**src/rtl/noc_pkg.sv**
```systemverilog
// rtl/noc_pkg.sv - shared flit layout, widths and sink FSM states
package noc_pkg;

    localparam int FLIT_W = 11;
    localparam int DATA_W = 8;
    localparam int IP_W   = 4;

    typedef struct packed {
        logic [2:0] route;
        logic [3:0] payload;
        logic [3:0] dest;
    } flit_t;

    typedef enum logic [1:0] {
        IDLE   = 2'd0,
        ACK_HI = 2'd1,
        ACK_LO = 2'd2
    } sink_state_e;

endpackage

```
**src/rtl/noc_sync_fifo.sv**
```systemverilog
// rtl/noc_sync_fifo.sv - single-clock FIFO, head word shown combinationally on pop_data
module noc_sync_fifo #(
    parameter int DEPTH = 4,
    parameter int WIDTH = 8
) (
    input  logic             clk,
    input  logic             rst,
    input  logic             push,
    input  logic [WIDTH-1:0] push_data,
    input  logic             pop,
    output logic [WIDTH-1:0] pop_data,
    output logic             full,
    output logic             empty
);

    localparam int AW = $clog2(DEPTH);

    logic [WIDTH-1:0] mem [DEPTH];
    logic [AW-1:0]    wr_ptr;
    logic [AW-1:0]    rd_ptr;
    logic [AW:0]      count;
    logic             do_push;
    logic             do_pop;

    assign full     = (count == (AW+1)'(DEPTH));
    assign empty    = (count == '0);
    assign do_push  = push && !full;
    assign do_pop   = pop && !empty;
    // Storage is cleared on reset so the head reads zero out of reset.
    assign pop_data = mem[rd_ptr];

    always_ff @(posedge clk or posedge rst) begin
        if (rst) begin
            for (int i = 0; i < DEPTH; i++) begin
                mem[i] <= '0;
            end
            wr_ptr <= '0;
            rd_ptr <= '0;
            count  <= '0;
        end else begin
            if (do_push) begin
                mem[wr_ptr] <= push_data;
                wr_ptr      <= wr_ptr + 1'b1;
            end
            if (do_pop) begin
                rd_ptr <= rd_ptr + 1'b1;
            end
            case ({do_push, do_pop})
                2'b10:   count <= count + 1'b1;
                2'b01:   count <= count - 1'b1;
                default: count <= count;
            endcase
        end
    end

endmodule

```
**src/rtl/noc_flit_sink.sv**
```systemverilog
// rtl/noc_flit_sink.sv - 4-phase bundled-data receiver that filters flits by dest IP
module noc_flit_sink
    import noc_pkg::*;
#(
    parameter logic [3:0] MY_IP       = 4'b0010,
    parameter int         FLIT_W      = noc_pkg::FLIT_W,
    parameter int         DATA_W      = noc_pkg::DATA_W,
    parameter int         FIFO_DEPTH  = 4,
    parameter int         SYNC_STAGES = 2
) (
    input  logic              clk,
    input  logic              rst,
    input  logic              in_req,
    input  logic [FLIT_W-1:0] in_data,
    output logic              in_ack,
    output logic              out_valid,
    output logic [DATA_W-1:0] out_data,
    input  logic              out_ready,
    output logic [15:0]       rx_cnt,
    output logic [7:0]        drop_cnt,
    output logic              err_drop
);

    logic [SYNC_STAGES-1:0] sync_q;
    logic                   req_s;
    sink_state_e            state;
    sink_state_e            state_next;
    logic                   accept;
    logic                   dest_match;
    logic                   push;
    logic                   drop;
    logic                   fifo_full;
    logic                   fifo_empty;
    flit_t                  flit;

    always_ff @(posedge clk or posedge rst) begin
        if (rst) begin
            sync_q <= '0;
        end else begin
            sync_q <= {sync_q[SYNC_STAGES-2:0], in_req};
        end
    end

    assign req_s = sync_q[SYNC_STAGES-1];

    // in_data is only looked at once req_s confirms the bundle has settled.
    assign flit       = in_data;
    assign dest_match = (flit.dest == MY_IP);
    assign push       = accept && dest_match;
    assign drop       = accept && !dest_match;

    always_comb begin
        state_next = state;
        accept     = 1'b0;
        case (state)
            IDLE: begin
                if (req_s && !fifo_full) begin
                    state_next = ACK_HI;
                    accept     = 1'b1;
                end
            end
            ACK_HI: begin
                if (!req_s) begin
                    state_next = ACK_LO;
                end
            end
            ACK_LO: begin
                state_next = IDLE;
            end
            default: begin
                state_next = IDLE;
            end
        endcase
    end

    always_ff @(posedge clk or posedge rst) begin
        if (rst) begin
            state    <= IDLE;
            in_ack   <= 1'b0;
            err_drop <= 1'b0;
            rx_cnt   <= '0;
            drop_cnt <= '0;
        end else begin
            state    <= state_next;
            in_ack   <= (state_next == ACK_HI);
            err_drop <= drop;
            if (push) begin
                rx_cnt <= rx_cnt + 16'd1;
            end
            if (drop && (drop_cnt != 8'hFF)) begin
                drop_cnt <= drop_cnt + 8'd1;
            end
        end
    end

    noc_sync_fifo #(
        .DEPTH (FIFO_DEPTH),
        .WIDTH (DATA_W)
    ) u_fifo (
        .clk       (clk),
        .rst       (rst),
        .push      (push),
        .push_data (in_data[DATA_W-1:0]),
        .pop       (out_ready),
        .pop_data  (out_data),
        .full      (fifo_full),
        .empty     (fifo_empty)
    );

    assign out_valid = !fifo_empty;

endmodule

```
**config.mk**
```make
export PLATFORM = sky130hd
export DESIGN_NAME = noc_flit_sink
export DESIGN_NICKNAME = d
export VERILOG_FILES = /design/src/rtl/noc_pkg.sv /design/src/rtl/noc_sync_fifo.sv /design/src/rtl/noc_flit_sink.sv
export SDC_FILE = /design/constraint.sdc
export NUM_CORES = 1
export LEC_CHECK = 0
export ABC_CLOCK_PERIOD_IN_PS = 3300
export BUFFER_PORTS_ARGS = -buffer_cell sky130_fd_sc_hd__buf_2
export CELL_PAD_IN_SITES_DETAIL_PLACEMENT = 1
export CELL_PAD_IN_SITES_GLOBAL_PLACEMENT = 2
export CORE_MARGIN = 1.5
export CORE_UTILIZATION = 38
export DETAILED_ROUTE_END_ITERATION = 8
export PLACE_DENSITY_LB_ADDON = 0.1
export SYNTH_ARGS = -nofsm -noshare
export SYNTH_HDL_FRONTEND = slang
export SYNTH_SLANG_ARGS = --single-unit
```
**constraint.sdc**
```tcl
create_clock -name clk -period 3.3 [get_ports clk]
set_input_delay 0.66 -clock clk [delete_from_list [all_inputs] [get_ports clk]]
set_output_delay 0.66 -clock clk [all_outputs]
set_load 0.005 [all_outputs]
```
# Word level (Yosys, flattened, before mapping)
# Index checks and enable logic that the tools add are counted.
# word_totals
output_inout_bits	35
register_bits	69
wordCells	56
in_bits	15
# classes
order_cmp	3
n_eq_ne	7
n_addsub	6
n_mux	12
n_reduce_logical	13
n_bitwise	2
# op_table
operator	n
$bwmux W32	1
$mux W8	3
$add A16 B1 Y16 const B	1
$bmux W8 S2	1
$demux W8 S2	1
$add A8 B1 Y8 const B	1
$ne A8 B8 Y1 const B	1
$logic_and A1 B1 Y1	7
$eq A2 B1 Y1 const B	3
$ge A3 B3 Y1 const B	2
$not A2 Y3	2
$pmux W3 S2	1
$add A2 B1 Y2 const B	2
$eq A4 B2 Y1 const B	1
$mux W2	2
$pmux W2 S2	1
$add A3 B1 Y3 const B	1
$eq A3 B3 Y1 const B	1
$logic_not A1 Y1	3
$logic_not A3 Y1	1
$lt A3 B1 Y1 const B	1
$sub A3 B1 Y3 const B	1
$eq A2 B2 Y1 const B	1
$logic_not A2 Y1	1
other kinds (2)	3

# Longest topological paths before layout
# logic_depth
ltp_word	9
mapped_depth	10
mapped_depth_nobuf	9

# By module
# A second synthesis with hierarchy kept.
# unflattened
cells_unflattened	216
area_unflattened_um2	3091.7
# modules_own_cells
module	area_per_inst_um2	seq_area_each_um2	cells_per_inst	instances
noc_sync_fifo	1788.0	975.9	115	1
noc_flit_sink	1303.8	750.7	101	1

# Worst setup path before layout
# No wires, ideal clock.
# synth_path
kind	input -> register
from	in in_data[2]
to	reg u_fifo.count[2]
setup_time_ns	0.125
slack_ns	0.682
path_buffers	1
t_required_ns	3.175
path_stages	10
arrival_ns	2.492
cell_sequence	or4b_4 > nor3_2 > buf_6 > inv_2 > ha_1 > inv_1 > fa_1 > xor2_1 > nor2_1 > xor2_1
# synth_between
elab_chain_len	5
word_cells_on_any_way	7
cone_classes	eq/ne (3); mux (1); reduce/logical (3)
# synth_rtl
item	line_no	rtl
from (decl)	noc_flit_sink.sv:14	input logic [FLIT_W-1:0] in_data,
$eq A4 B2 Y1 (*)	noc_flit_sink.sv:48	assign dest_match = (flit.dest == MY_IP);
$logic_and A1 B1 Y1 (*)	noc_flit_sink.sv:49	assign push = accept && dest_match;
$logic_and A1 B1 Y1 (*)	noc_sync_fifo.sv:27	assign do_push = push && !full;
$eq A2 B1 Y1 or $eq A2 B2 Y1 (tied branches)	noc_sync_fifo.sv:48	case ({do_push, do_pop})
$pmux W3 S2 or $reduce_bool A2 Y1 (tied branches)	-	
to (signal assigned)	noc_sync_fifo.sv:49	2'b10: count <= count + 1'b1;
to (signal assigned)	noc_sync_fifo.sv:50	2'b01: count <= count - 1'b1;
to (signal assigned)	noc_sync_fifo.sv:51	default: count <= count;
to (decl)	noc_sync_fifo.sv:21	logic [AW:0] count;
# Every way passes the cells marked *; elsewhere a longest branch is shown, timed or not.
# A chain may end at the register's enable or synchronous reset.

# Final worst setup path
# layout_path
from	reg u_fifo.rd_ptr[0]
to	out out_data[1]
# layout_between
elab_chain_len	4
# layout_rtl
item	line_no	rtl
from (decl)	noc_sync_fifo.sv:20	logic [AW-1:0] rd_ptr;
from (signal assigned)	noc_sync_fifo.sv:46	rd_ptr <= rd_ptr + 1'b1;
$not A2 Y3 (not written as such)	noc_sync_fifo.sv:30	assign pop_data = mem[rd_ptr];
$bmux W8 S2	noc_sync_fifo.sv:30	
$mux W8 (not written as such) (2 in a row)	noc_sync_fifo.sv:30	
to (decl)	noc_flit_sink.sv:17	output logic [DATA_W-1:0] out_data,
# No other way between the ends. The select of a mux whose other input is x is not followed.

==> reports/qor.log <==
INFO  run_status     run_status=finished clean
INFO  worst_setup_path setup.worst_path.class=reg -> out
INFO  clock_tree     post_cts_hold_buffer_count=0
INFO  placement      detailedPlace.worstSlack=0.638ns
INFO  routing        detailroute.via_count=1874
INFO  yosys          post_synth_inst_count=223
INFO  worst_setup_path setup.reg_to_reg.worst_slack=0.89ns
INFO  worst_setup_path worst-endpoint-arrival=1.80ns
INFO  clock_tree     clk_pin_slew_worst_paths=0.08ns
INFO  yosys          post_synth_xor_area_fraction=7.16%
INFO  sta            fin_tns_setup=0ns
INFO  sta            hold_violations=0
INFO  yosys          ys_top_cells_by_area=sky130_fd_sc_hd__dfrtp_1 (56%), sky130_fd_sc_hd__mux4_2 (5.9%), sky130_fd_sc_hd__xnor2_1 (4.9%)
INFO  yosys          synth_edf_count=0
INFO  global_route   grt_start_max_net_pins=70
INFO  yosys          postSynth.topFlopCell=sky130_fd_sc_hd__dfrtp_1
INFO  yosys          top_area_cell_type_share_of_the_netlist_area=56.5%
INFO  hold_path      hold_class=reg -> reg
INFO  floorplan      floorplan.die.width=92.7um
INFO  worst_setup_path critical_path.max_fanout=10
INFO  placement      place.port_buffers=46
INFO  routing        antenna_violating_nets_post_route=0
INFO  yosys          post-synth-top-area-cell=sky130_fd_sc_hd__dfrtp_1
INFO  routing        avgRoutedWirePerCell=15.1um
INFO  routing        vias_per_cell=4.87
INFO  sta            setup_repair_after_global_routing_missed_its_margin=no
INFO  clock_tree     post-cts-setup-buffers=0
INFO  clock_tree     cts-root-to-sink-buffers=2
INFO  sta            setup_viol=0
INFO  global_route   antenna_found_initial=0
INFO  final_layout   area_growth_syn_to_layout=18.6%
INFO  worst_setup_path critical_path.startpoint_type=flop
INFO  power          static-leakage-power=1.81nW
INFO  floorplan      placement_rows=32
INFO  worst_setup_path timing.critical_path.from=u_fifo.rd_ptr[0]
INFO  clock_tree     cts_buffers=9
INFO  global_route   first_pass_grt_wire_length=9980um
INFO  sta            final_min_period=2.46ns
INFO  sta            least_margin_pin_slew=0.666ns
INFO  power          totalPowerFinal=2.57mW
INFO  worst_setup_path required=2.64ns
INFO  sta            timing.fmax=0.406GHz
INFO  clock_tree     cts_sinks=69
INFO  yosys          postSynth.asyncResetShare=100%
INFO  floorplan      top_level_ports=50
INFO  clock_tree     cts_repair_resizes=0
INFO  placement      detailedPlacementHpwl=3880um
INFO  worst_setup_path slowest_stage=sky130_fd_sc_hd__dfrtp_1
INFO  clock_tree     worst_skew_pair.late_latency=0.35ns
INFO  sta            worst_slew_margin_rel=55.5%
INFO  placement      gp_congestion=0.696
INFO  sta            timing.final.ws_setup=0.839ns
INFO  yosys          ys.warnings.count=0
INFO  yosys          synthDistinctLibCells=37
INFO  yosys          synth.net_count=246
INFO  floorplan      dieArea=8590um^2
INFO  final_layout   final_layout_size_suffix_gt1_share=37.1%
INFO  worst_setup_path cp-endpoint=out_data[1]
INFO  final_layout   fillCellCount=835
INFO  worst_setup_path critical_path.reg2reg.endpoint=u_fifo.count[2]
INFO  final_layout   final_nets=301
INFO  yosys          synth-seq-cells=69
INFO  routing        postRouteWirelength=5820um
INFO  sta            fin_worst_skew=0.0135ns
INFO  floorplan      start_util=39.4%
INFO  worst_setup_path startpoint_of_the_lowest_slack_register_to_register_path=u_fifo.count[0]
INFO  routing        initialDrtViolationCount=52
INFO  job            max_cap_viol_count=0
INFO  clock_tree     h-tree-depth=3
INFO  worst_setup_path worst_setup_path_end_kind=output pin
INFO  sta            finalCritPeriodShare=74.6%
INFO  global_route   globalRouteTotalUtil=15.2%
INFO  floorplan      die-height=92.7um
INFO  clock_tree     root_buffer=sky130_fd_sc_hd__clkbuf_8
INFO  floorplan      core_area=7770um^2
INFO  yosys          synth_sequential_area_ratio=56.5%
INFO  placement      placed_area=3420um^2
INFO  final_layout   stdcell_area=3630um^2
INFO  power          p_per_cell_area=708nW/um^2
INFO  worst_setup_path crit_path_cell_trace=mux4_2 -> buf_2
INFO  global_route   grt_remaining_overflow=0
INFO  clock_tree     tritoncts=done
INFO  power          vdd_ir_drop_max=0.000288V
INFO  yosys          mappedNetlistArea=3060um^2
INFO  worst_setup_path timing.critical_path.slowest_cell_delay=0.73ns
INFO  global_route   first_global_vias=2019
INFO  yosys          synthMuxAreaShare=13.8%
INFO  worst_setup_path worstRegToRegCells=9
INFO  yosys          synth_top_family_by_area=simple AND/OR/NAND/NOR gates
INFO  yosys          synth_compound_area_share=1.23%
INFO  yosys          post_synth_fa_ha_maj_area_fraction=3.52%
INFO  sta            slew_violations=0
INFO  routing        remaining_drc_errors=0
INFO  yosys          post_synth_and_or_nand_nor_area_fraction=16.0%
INFO  routing        drt_first_pass_iters=4
INFO  final_layout   diodes=0
INFO  yosys          synth_area_per_cell=13.7um^2
critical path, delay by kind of cell, from the launching register on:
kind	cells	cell delay (ns)
buf+inv	1	0.14
flops	1	0.73
mux	1	0.59
cell families (layout without fill, tap and decap cells):
kind of cell,Yosys count,count (layout)
xor gates and xnor gates,25,25
AOI/OAI and AO/OA,7,7
buffers and inverters,13,73
and+or+nand+nor,74,74
muxes,27,27
adders and majority gates,8,8
DFF,69,69
registers in the layout (all words and copies together), names as in the netlist:
register       flops
drop_cnt           8
err_drop           1
in_ack             1
rx_cnt            16
state              2
sync_q             2
u_fifo.count       3
u_fifo.mem        32
u_fifo.rd_ptr      2
u_fifo.wr_ptr      2
cell usage after synthesis, types with 3 or more instances:
library cell,n
sky130_fd_sc_hd__ha_1,7
sky130_fd_sc_hd__and4_1,3
sky130_fd_sc_hd__nand2_1,13
sky130_fd_sc_hd__o21ai_0,3
sky130_fd_sc_hd__mux4_2,8
sky130_fd_sc_hd__and3_1,3
sky130_fd_sc_hd__nand2b_1,3
sky130_fd_sc_hd__nand3_1,10
sky130_fd_sc_hd__mux2_2,10
sky130_fd_sc_hd__and2_1,8
sky130_fd_sc_hd__nand4_1,6
sky130_fd_sc_hd__xnor2_1,17
sky130_fd_sc_hd__mux2_4,8
sky130_fd_sc_hd__xor2_1,8
sky130_fd_sc_hd__nor3b_1,3
sky130_fd_sc_hd__and2_2,6
sky130_fd_sc_hd__nor3_1,3
sky130_fd_sc_hd__inv_1,8
sky130_fd_sc_hd__nor2_1,3
sky130_fd_sc_hd__dfrtp_1,69
how the worst min path moves through the flow:
stage,from,slack [ns],depth (start not counted),to
floorplan,sync_q[0],0.33,0,sync_q[1]
global placement,sync_q[0],0.33,0,sync_q[1]
detailed placement,sync_q[0],0.34,0,sync_q[1]
global route,sync_q[0],0.36,0,sync_q[1]
finish,sync_q[0],0.35,0,sync_q[1]
CTS,sync_q[0],0.36,0,sync_q[1]
routing by layer:
metal,share of wire [%],track usage [%],vias to the layer above
met5,0,0,-
met2,46,23.5,31
met1,49,20.2,953
met4,0.98,6.06,0
li1,-,-,886
met3,3.7,4.02,4
report_power, final:
part / switching, mW / internal, mW / total, mW
combinational: 0.257 / 0.352 / 0.609
clock: 0.356 / 0.360 / 0.716
sequential: 0.207 / 1.03 / 1.24
layout make-up:
class	instances	area, um^2	share of cell area (%)
inverters	9	33.8	0.932
repair buffers	48	258	7.11
clock buffers	9	124	3.42
multi-input cells	141	1270	35.2
flip-flops and latches	69	1730	47.6
clock inverters	7	81.3	2.24
well taps	102	128	3.52
cell usage in the layout, fill, tap and decap left out, types with 2 or more instances in the layout:
cell type                  netlist  layout
sky130_fd_sc_hd__or3b_2          2       2
sky130_fd_sc_hd__and2_2          6       6
sky130_fd_sc_hd__nor2_1          3       3
sky130_fd_sc_hd__xnor2_1        17      17
sky130_fd_sc_hd__or2b_1          2       2
sky130_fd_sc_hd__nand2_8         2       2
sky130_fd_sc_hd__mux2_4          8       8
sky130_fd_sc_hd__clkinv_4        0       2
sky130_fd_sc_hd__inv_2           1       2
sky130_fd_sc_hd__nand4_1         6       6
sky130_fd_sc_hd__mux4_2          8       8
sky130_fd_sc_hd__nand3_1        10      10
sky130_fd_sc_hd__nor3_1          3       3
sky130_fd_sc_hd__nand2b_1        3       3
sky130_fd_sc_hd__buf_2           0      46
sky130_fd_sc_hd__xor2_1          8       8
sky130_fd_sc_hd__o21ai_0         3       3
sky130_fd_sc_hd__nor4_1          2       2
sky130_fd_sc_hd__and2_1          8       8
sky130_fd_sc_hd__nor3b_1         3       3
sky130_fd_sc_hd__nand2_1        13      13
sky130_fd_sc_hd__a21oi_1         2       2
sky130_fd_sc_hd__clkbuf_8        0       9
sky130_fd_sc_hd__a31oi_1         2       2
sky130_fd_sc_hd__ha_1            7       7
sky130_fd_sc_hd__mux2_2         10      10
sky130_fd_sc_hd__and3_1          3       3
sky130_fd_sc_hd__and4_1          3       3
sky130_fd_sc_hd__dfrtp_1        69      69
sky130_fd_sc_hd__inv_6           0       3
sky130_fd_sc_hd__inv_1           8       7
through the flow:
| step | instances | hold WS (ns) | util, % |
|---|---|---|---|
| floorplan | 223 | 0.331 | - |
| global placement | 369 | 0.331 | 44.0 |
| detailed placement | 369 | 0.342 | 44.0 |
| CTS | 385 | 0.358 | 46.7 |
| global route | 385 | 0.361 | 46.7 |
| finish | 385 | 0.351 | 46.7 |
Note: power is estimated with default switching activity, not from simulation.
